### config.mk
export PLATFORM = sky130hd
export DESIGN_NAME = fp_minmax_reduce
export DESIGN_NICKNAME = d
export VERILOG_FILES = /design/src/rtl/fp_minmax_reduce.sv
export SDC_FILE = /design/constraint.sdc
export NUM_CORES = 1
export LEC_CHECK = 0
export CAP_MARGIN = 0
export CORE_UTILIZATION = 45
export CTS_BUF_LIST = sky130_fd_sc_hd__clkbuf_16
export CTS_CLUSTER_SIZE = 25
export DETAILED_ROUTE_END_ITERATION = 7
export GPL_TIMING_DRIVEN = 0
export PLACE_DENSITY = 0.73
export SETUP_SLACK_MARGIN = 0.2
export SLEW_MARGIN = 20
export SYNTH_ARGS = -nofsm -noshare
export SYNTH_HDL_FRONTEND = slang
export SYNTH_SLANG_ARGS = --single-unit
### constraint.sdc
create_clock -name clk -period 3.1 [get_ports clk]
set_clock_uncertainty 0.1 [all_clocks]
set_input_delay 0.93 -clock clk [delete_from_list [all_inputs] [get_ports clk]]
set_output_delay 0.93 -clock clk [all_outputs]
set_load 0.01 [all_outputs]
### src/rtl/fp_minmax_reduce.sv
// Streaming DLFloat16 min/max reducer returning the extreme value and its index.
// Optional FP_REDUCE_NAN_EN: the first NaN (exp/mant all ones) wins as 0x7FFF.
module fp_minmax_reduce #(
   parameter int LEN_W = 8
) (
   input  logic             clk,
   input  logic             rst_n,
   input  logic             start,
   input  logic             op_max,
   input  logic [LEN_W-1:0] len,
   input  logic             in_valid,
   output logic             in_ready,
   input  logic [15:0]      in_data,
   output logic             out_valid,
   input  logic             out_ready,
   output logic [15:0]      out_data,
   output logic [LEN_W-1:0] out_idx,
   output logic             busy
);

   typedef enum logic [1:0] {
      IDLE  = 2'd0,
      ACCUM = 2'd1,
      DONE  = 2'd2
   } state_t;

   state_t           r_state;
   state_t           w_nextState;
   logic             r_opMax;
   logic [LEN_W-1:0] r_len;
   logic [LEN_W-1:0] r_count;
   logic [15:0]      r_bestVal;
   logic [LEN_W-1:0] r_bestIdx;

   logic             w_startAccepted;
   logic             w_beat;
   logic             w_lastBeat;
   logic             w_better;
   logic             w_takeNew;
   logic [15:0]      w_newVal;

   // Sign-magnitude ordering: negatives below positives, so -0 < +0.
   function automatic logic lessThan(input logic [15:0] a, input logic [15:0] b);
      logic result;
      if (a[15] != b[15]) begin
         result = a[15];
      end else if (a[15] == 1'b0) begin
         result = (a[14:0] < b[14:0]);
      end else begin
         result = (a[14:0] > b[14:0]);
      end
      return result;
   endfunction

   assign w_startAccepted = start && (r_state == IDLE);
   assign w_beat          = in_valid && (r_state == ACCUM);
   assign w_lastBeat      = w_beat && (r_count == (r_len - LEN_W'(1)));
   assign w_better        = r_opMax ? lessThan(r_bestVal, in_data)
                                    : lessThan(in_data, r_bestVal);

`ifdef FP_REDUCE_NAN_EN
   logic r_nan;
   logic w_inNan;

   assign w_inNan = (in_data[14:0] == 15'h7FFF);

   always_ff @(posedge clk or negedge rst_n) begin
      if (!rst_n) begin
         r_nan <= 1'b0;
      end else if (w_startAccepted) begin
         r_nan <= 1'b0;
      end else if (w_beat && w_inNan) begin
         r_nan <= 1'b1;
      end
   end

   // Once a NaN is seen the result is frozen at the canonical NaN.
   always_comb begin
      w_takeNew = 1'b0;
      w_newVal  = in_data;
      if (r_nan) begin
         w_takeNew = 1'b0;
      end else if (w_inNan) begin
         w_takeNew = 1'b1;
         w_newVal  = 16'h7FFF;
      end else begin
         w_takeNew = (r_count == '0) || w_better;
      end
   end
`else
   always_comb begin
      w_takeNew = (r_count == '0) || w_better;
      w_newVal  = in_data;
   end
`endif

   always_comb begin
      w_nextState = r_state;
      case (r_state)
         IDLE: begin
            if (start) begin
               w_nextState = (len == '0) ? DONE : ACCUM;
            end
         end
         ACCUM: begin
            if (w_lastBeat) begin
               w_nextState = DONE;
            end
         end
         DONE: begin
            if (out_ready) begin
               w_nextState = IDLE;
            end
         end
         default: w_nextState = IDLE;
      endcase
   end

   // Best value/index are cleared on start so a zero-length request reports 0/0.
   always_ff @(posedge clk or negedge rst_n) begin
      if (!rst_n) begin
         r_state   <= IDLE;
         r_opMax   <= 1'b0;
         r_len     <= '0;
         r_count   <= '0;
         r_bestVal <= 16'h0000;
         r_bestIdx <= '0;
      end else begin
         r_state <= w_nextState;
         if (w_startAccepted) begin
            r_opMax   <= op_max;
            r_len     <= len;
            r_count   <= '0;
            r_bestVal <= 16'h0000;
            r_bestIdx <= '0;
         end else if (w_beat) begin
            r_count <= r_count + LEN_W'(1);
            if (w_takeNew) begin
               r_bestVal <= w_newVal;
               r_bestIdx <= r_count;
            end
         end
      end
   end

   assign in_ready  = (r_state == ACCUM);
   assign out_valid = (r_state == DONE);
   assign busy      = (r_state != IDLE);
   assign out_data  = r_bestVal;
   assign out_idx   = r_bestIdx;

endmodule
## After elaboration in Yosys (flattened, before gate mapping)

Cells that the tools add are included.

| cells by class | value |
|---|---|
| $add $sub $neg | 2 |
| mux-type cells | 18 |
| equality and inequality tests | 8 |
| reductions and logical operators | 12 |
| order comparisons | 4 |

Operator list:

| kind | number |
|---|---|
| 2-to-1 mux 16 bit | 3 |
| 2-to-1 mux 8 bit | 5 |
| > comparator 15 bit | 2 |
| less-than comparator 15 bit | 2 |
| logical NOT 8 bit | 2 |
| adder 8 x 1 -> 8 bit (second input constant) | 1 |
| equality test 8 bit | 1 |
| 2-to-1 mux 2 bit | 4 |
| subtractor 8 x 1 -> 8 bit (second input constant) | 1 |
| one-hot mux 2 bit (3 select lines) | 1 |
| nonzero test 2 bit | 3 |
| 2-to-1 mux 1 bit | 5 |
| != test 2 x 1 -> 1 bit (second input constant) | 2 |
| logical AND 1 bit | 3 |
| AND reduction 3 bit | 1 |
| equality test 2 x 1 -> 1 bit (second input constant) | 1 |
| equality test 2 bit (second input constant) | 1 |
| logical NOT 2 bit | 1 |
| != test 1 bit | 2 |
| != test 2 bit (second input constant) | 1 |
| AND reduction 2 bit | 1 |
| logical OR 1 bit | 1 |

| word-level totals | value |
|---|---|
| bits of input ports | 30 |
| bits in registers | 43 |
| word-level logic and storage cells | 50 |

## Logic depth before layout (Yosys ltp)

| depth | value |
|---|---|
| word-level depth | 8 |
| mapped depth | 11 |
| depth with buffers taken out | 8 |

## Worst setup path after synthesis

Ideal clock, no wire load.

| path | value |
|---|---|
| kind | input to register |
| start point | in in_data[4] |
| end point | reg r_bestVal[3] (netlist: out_data[3]) |
| setup time | 0.120 ns |
| data arrival time | 2.822 ns |
| required time | 2.880 ns |
| setup slack | 0.059 ns |
| cell stages on the path | 9 |
| path through | ha_1 > a211oi_1 > nor2_1 > o31ai_1 > a21oi_2 > or4_4 > buf_6 > buf_8 > a31o_1 |

| between the ends | value |
|---|---|
| cells in the longest elaborated chain, start to end | 7 |
| elaborated cells on any way between the ends | 12 |
| those cells by class | order compare: 4; mux: 5; reduce/logical: 3 |

Ends and longest elaborated chain:

| item | RTL line | RTL |
|---|---|---|
| from (decl) | 13 | `input logic [15:0] in_data,` |
| less-than comparator 15 bit / > comparator 15 bit (equally long branches) | 48, 50 |  |
| 2-to-1 mux 1 bit | 47 | `end else if (a[15] == 1'b0) begin` |
| 2-to-1 mux 1 bit | 45 | `if (a[15] != b[15]) begin` |
| 2-to-1 mux 1 bit * | 58 | `assign w_better = r_opMax ? lessThan(r_bestVal, in_data)` |
| logical OR 1 bit * | 92 | `w_takeNew = (r_count == '0) \|\| w_better;` |
| nonzero test 2 bit (no source line) * | n/a |  |
| AND reduction 2 bit (no source line) * | n/a |  |
| to (signal assigned) | 139 | `r_bestVal <= w_newVal;` |
| to (decl) | 32 | `logic [15:0] r_bestVal;` |

Every way passes the cells marked *; elsewhere a longest branch is shown, timed or not.
A chain may end at the register's enable or synchronous reset.

## Final worst setup path

| path | value |
|---|---|
| start point | in in_data[6] |
| end point | reg r_bestIdx[0] (netlist: out_idx[0]) |

| between the ends | value |
|---|---|
| cells in the longest elaborated chain, start to end | 7 |
| elaborated cells on any way between the ends | 12 |
| those cells by class | order compare: 4; mux: 5; reduce/logical: 3 |

Ends and longest elaborated chain:

| item | RTL line | RTL |
|---|---|---|
| less-than comparator 15 bit / > comparator 15 bit (equally long branches) | 48, 50 |  |
| 2-to-1 mux 1 bit | 47 |  |
| 2-to-1 mux 1 bit | 45 |  |
| 2-to-1 mux 1 bit * | 58 |  |
| logical OR 1 bit * | 92 |  |
| nonzero test 2 bit (no source line) * | n/a |  |
| AND reduction 2 bit (no source line) * | n/a |  |
| to (signal assigned) | 140 | `r_bestIdx <= r_count;` |
| to (decl) | 33 | `logic [LEN_W-1:0] r_bestIdx;` |

Marked as above.

==> impl_metrics.env <==
export IMPL_outcome="finished clean"
export IMPL_layout_nets=431
export IMPL_peakVddDrop_mv=0.528
export IMPL_period_needed_ns=3.02
export IMPL_slew_viol_final=0
export IMPL_cts_root_buf="clkbuf_16"
export IMPL_vias=2671
export IMPL_initial_core_util_pct=46.5
export IMPL_cts_tree="built"
export IMPL_cp_max_fo=5
export IMPL_synth_cells=311
export IMPL_crit_type="in -> reg"
export IMPL_gp_congestion=0.879
export IMPL_seq_area_frac_synth_pct=36.7
export IMPL_synth_top_family_by_area="simple AND/OR/NAND/NOR gates"
export IMPL_dieArea_um2=6840
export IMPL_holdCritPathClass="reg -> reg"
export IMPL_async_flop_share_pct=100
export IMPL_reg2regPathDepth=12
export IMPL_timing_final_crit_share_pct=97.6
export IMPL_final_setup_worst_slack_ns=0.0758
export IMPL_switching_share_pct=40.5
export IMPL_synth_warning_count=0
export IMPL_gr_total_overflow=0
export IMPL_final_seq_area_um2=1080
export IMPL_cp_data_arrival_time_ns=3.10
export IMPL_cpMostUsedCell="buf_6"
export IMPL_dpl_hpwl_mm=5.34
export IMPL_insertion_delay_ns=0.29
export IMPL_first_global_vias=2622
export IMPL_ys_flop_type="dfrtp_1"
export IMPL_io_buffers=56
export IMPL_cts_buffers=5
export IMPL_hp_start="out_idx[6]"
export IMPL_drv_cap=0
export IMPL_critical_path_required_ns=3.18
export IMPL_layout_commonest_cell="dfrtp_1"
export IMPL_final_cell_mix="dfrtp_1, clkdlybuf4s50_1, nand2_1"
export IMPL_slew_limit_headroom_pct=65.8
export IMPL_share_comb_of_total_power_pct=60.7
export IMPL_hold_viol_final=0
export IMPL_synth_area_um2=2930
export IMPL_synth_simple_area_share_pct=19.6
export IMPL_p_int_mw=2.50
export IMPL_grt_first_pass_wirelength_mm=12.8
export IMPL_synthMuxAreaShare_pct=2.69
export IMPL_grt_max_degree=30
export IMPL_grt_antenna_before_repair=0
export IMPL_p_clk_share_pct=14.9
export IMPL_timing_rr_end="out_idx[0]"
export IMPL_worstSetupEndpointType="register"
export IMPL_totalWireLength_mm=8.02
export IMPL_drt_iter0_markers=155
export IMPL_ys_seq_elements=43
export IMPL_cpMaxStageDelayCell="or4_4"
export IMPL_min_path_cells=1
export IMPL_drt_vias_per_instance=5.79
export IMPL_grt_setup_unrepaired="yes"
export IMPL_synth_area_per_cell_um2=9.43
export IMPL_core_area_um2=6310
export IMPL_drt_pass1_iterations=5
export IMPL_synth_area_leaders="dfrtp_1, ha_1, a31o_1, o41ai_1, nand2_1"
export IMPL_fin_cells=461
export IMPL_track_usage_pct=24.7
export IMPL_placed_area_um2=3700
export IMPL_synth_fa_ha_area_share_pct=7.68
export IMPL_synth_compound_area_share_pct=17.9
export IMPL_drive_gt1_share_pct=23.2
export IMPL_placed_cells=445
export IMPL_synth_distinct_cells=48
export IMPL_multiInputGateArea_um2=1830
export IMPL_place_ws_ns=-0.637
export IMPL_setup_viol=0
export IMPL_row_count=29
export IMPL_tightest_slew_ns=0.509
export IMPL_drc_errors=0
export IMPL_start_kind="input pin"
export IMPL_synth_top_area_cell="dfrtp_1"
export IMPL_min_delay_worst_endpoint="out_idx[6]"
export IMPL_die_x_um=82.7
export IMPL_synthXorXnorAreaFrac_pct=5.38
export IMPL_n_fill_cell=501
export IMPL_power_density_nw_per_um2=1020
export IMPL_synth_enable_flop_cells=0
export IMPL_io_pins=57
export IMPL_reg2reg_slack_ns=0.35
export IMPL_die_y_um=82.7
export IMPL_clock_sinks=43
export IMPL_antenna_cells=0
export IMPL_cts_htree_levels=2
export IMPL_area_delta_synth_final_pct=40.4
export IMPL_final_util_pct=65.2
export IMPL_postCtsHoldBufs=0
export IMPL_p_sw_mw=1.70
export IMPL_worstReg2RegStart="out_data[4]"
export IMPL_power_leakage_nw=1.72
export IMPL_clock_fmax_mhz=331
export IMPL_finalPower_mw=4.20
export IMPL_design_area_um2=4120
export IMPL_seqPwrFrac_pct=24.4
export IMPL_slowest_delay_ns=0.48
export IMPL_clock_path_buffers=2
export IMPL_cts_clk_slew_worst_paths_ns=0.07
export IMPL_synth_top_area_share_pct=36.7
export IMPL_wire_per_inst_um=17.4
export IMPL_cp_cell_sequence="clkdlybuf4s15_2 -> ha_4 -> nand4_1 -> a21oi_2 -> o31ai_4 -> buf_4 -> a21oi_4 -> or4_4 -> buf_6 -> buf_6 -> buf_8 -> a31o_1"
export IMPL_synth_fp_nets=359
export IMPL_ant_nets=0
[timing repair]
item,in CTS,in global routing
setup buffers,6,0
pin swaps,32,13
cloned,2,0
gates resized for setup,82,17
setup endpoints to repair,24,24
[final cells by class]
cell class	count	area share [%]
Buffer	26	5.26
Clock buffer	5	3.04
Clock inverter	3	1.16
Inverter	21	1.91
Multi-Input combinational cell	221	44.4
Sequential cell	43	26.1
Tap cell	77	2.34
Timing Repair Buffer	65	15.7
[cell usage after synthesis (all sizes together), types with 8 or more instances]
cell type,instances
o41ai,18
inv,21
nor4,10
xor2,9
nand3,23
xnor2,9
a31o,24
dfrtp,43
nor3,9
o21ai,8
clkbuf,17
nor2,15
nand2,31
ha,18
[flip-flops by register name, summed over array words and instances, names as in the netlist]
| name | flops |
|---|---|
| out_data | 16 |
| out_idx | 8 |
| r_count | 8 |
| r_len | 8 |
| r_opMax | 1 |
| r_state | 2 |
[worst max-delay path by stage]
stage	start	endpoint	slack, ns	cells past startpoint
global placement	in_data[4]	out_data[10]	-0.62	10
detailed placement	in_data[4]	out_data[5]	-0.64	10
finish	in_data[6]	out_idx[0]	0.08	12
global route	in_data[13]	out_idx[0]	0.02	12
CTS	in_data[13]	out_idx[0]	0.09	12
floorplan	in_data[14]	out_data[10]	0.14	10
[per-layer routing]
layer	wire length [um]	share of wire [%]	up-vias	track usage (%)
met5	0	0	-	0
met4	72	0.90	0	5.86
met3	355	4.4	11	3.63
met2	3770	47	78	38.8
met1	3820	48	1308	35.5
li1	-	-	1274	-
[power groups by stage]
stage          Sequential [mW]  Combinational, mW  Clock [mW]
2_1_floorplan             1.03               1.42           0
3_3_place_gp              1.01               2.06           0
3_5_place_dp              1.02               2.12           0
4_1_cts                   1.02               2.46       0.632
5_1_grt                   1.06               2.77       0.653
6_report                  1.03               2.55       0.624
[per-stage QoR]
stage	setup TNS, ns	hold WS [ns]
after floorplan	0	0.401
after global placement	-21.98	0.386
after detailed placement	-14.14	0.392
after CTS	0	0.406
after global routing	0	0.431
final	0	0.410
[cells by family (layout without fill, tap and decap cells)]
kind of cell | count (synthesis) | after routing
buffers and inverters | 47 | 120
and+or+nand+nor | 111 | 111
xor gates and xnor gates | 18 | 18
adders and majority gates | 18 | 18
AOI/OAI and AO/OA | 67 | 67
DFF | 43 | 43
muxes | 7 | 7
[critical path: cells and delay by family]
kind	cells	cell delay, ns
AND/OR/NAND/NOR	2	0.59
adder cells (fa/ha/maj)	1	0.22
AO/OA/AOI/OAI	4	0.57
buffers and inverters	5	0.76
No activity file was read; power rests on OpenSTA's default activity.
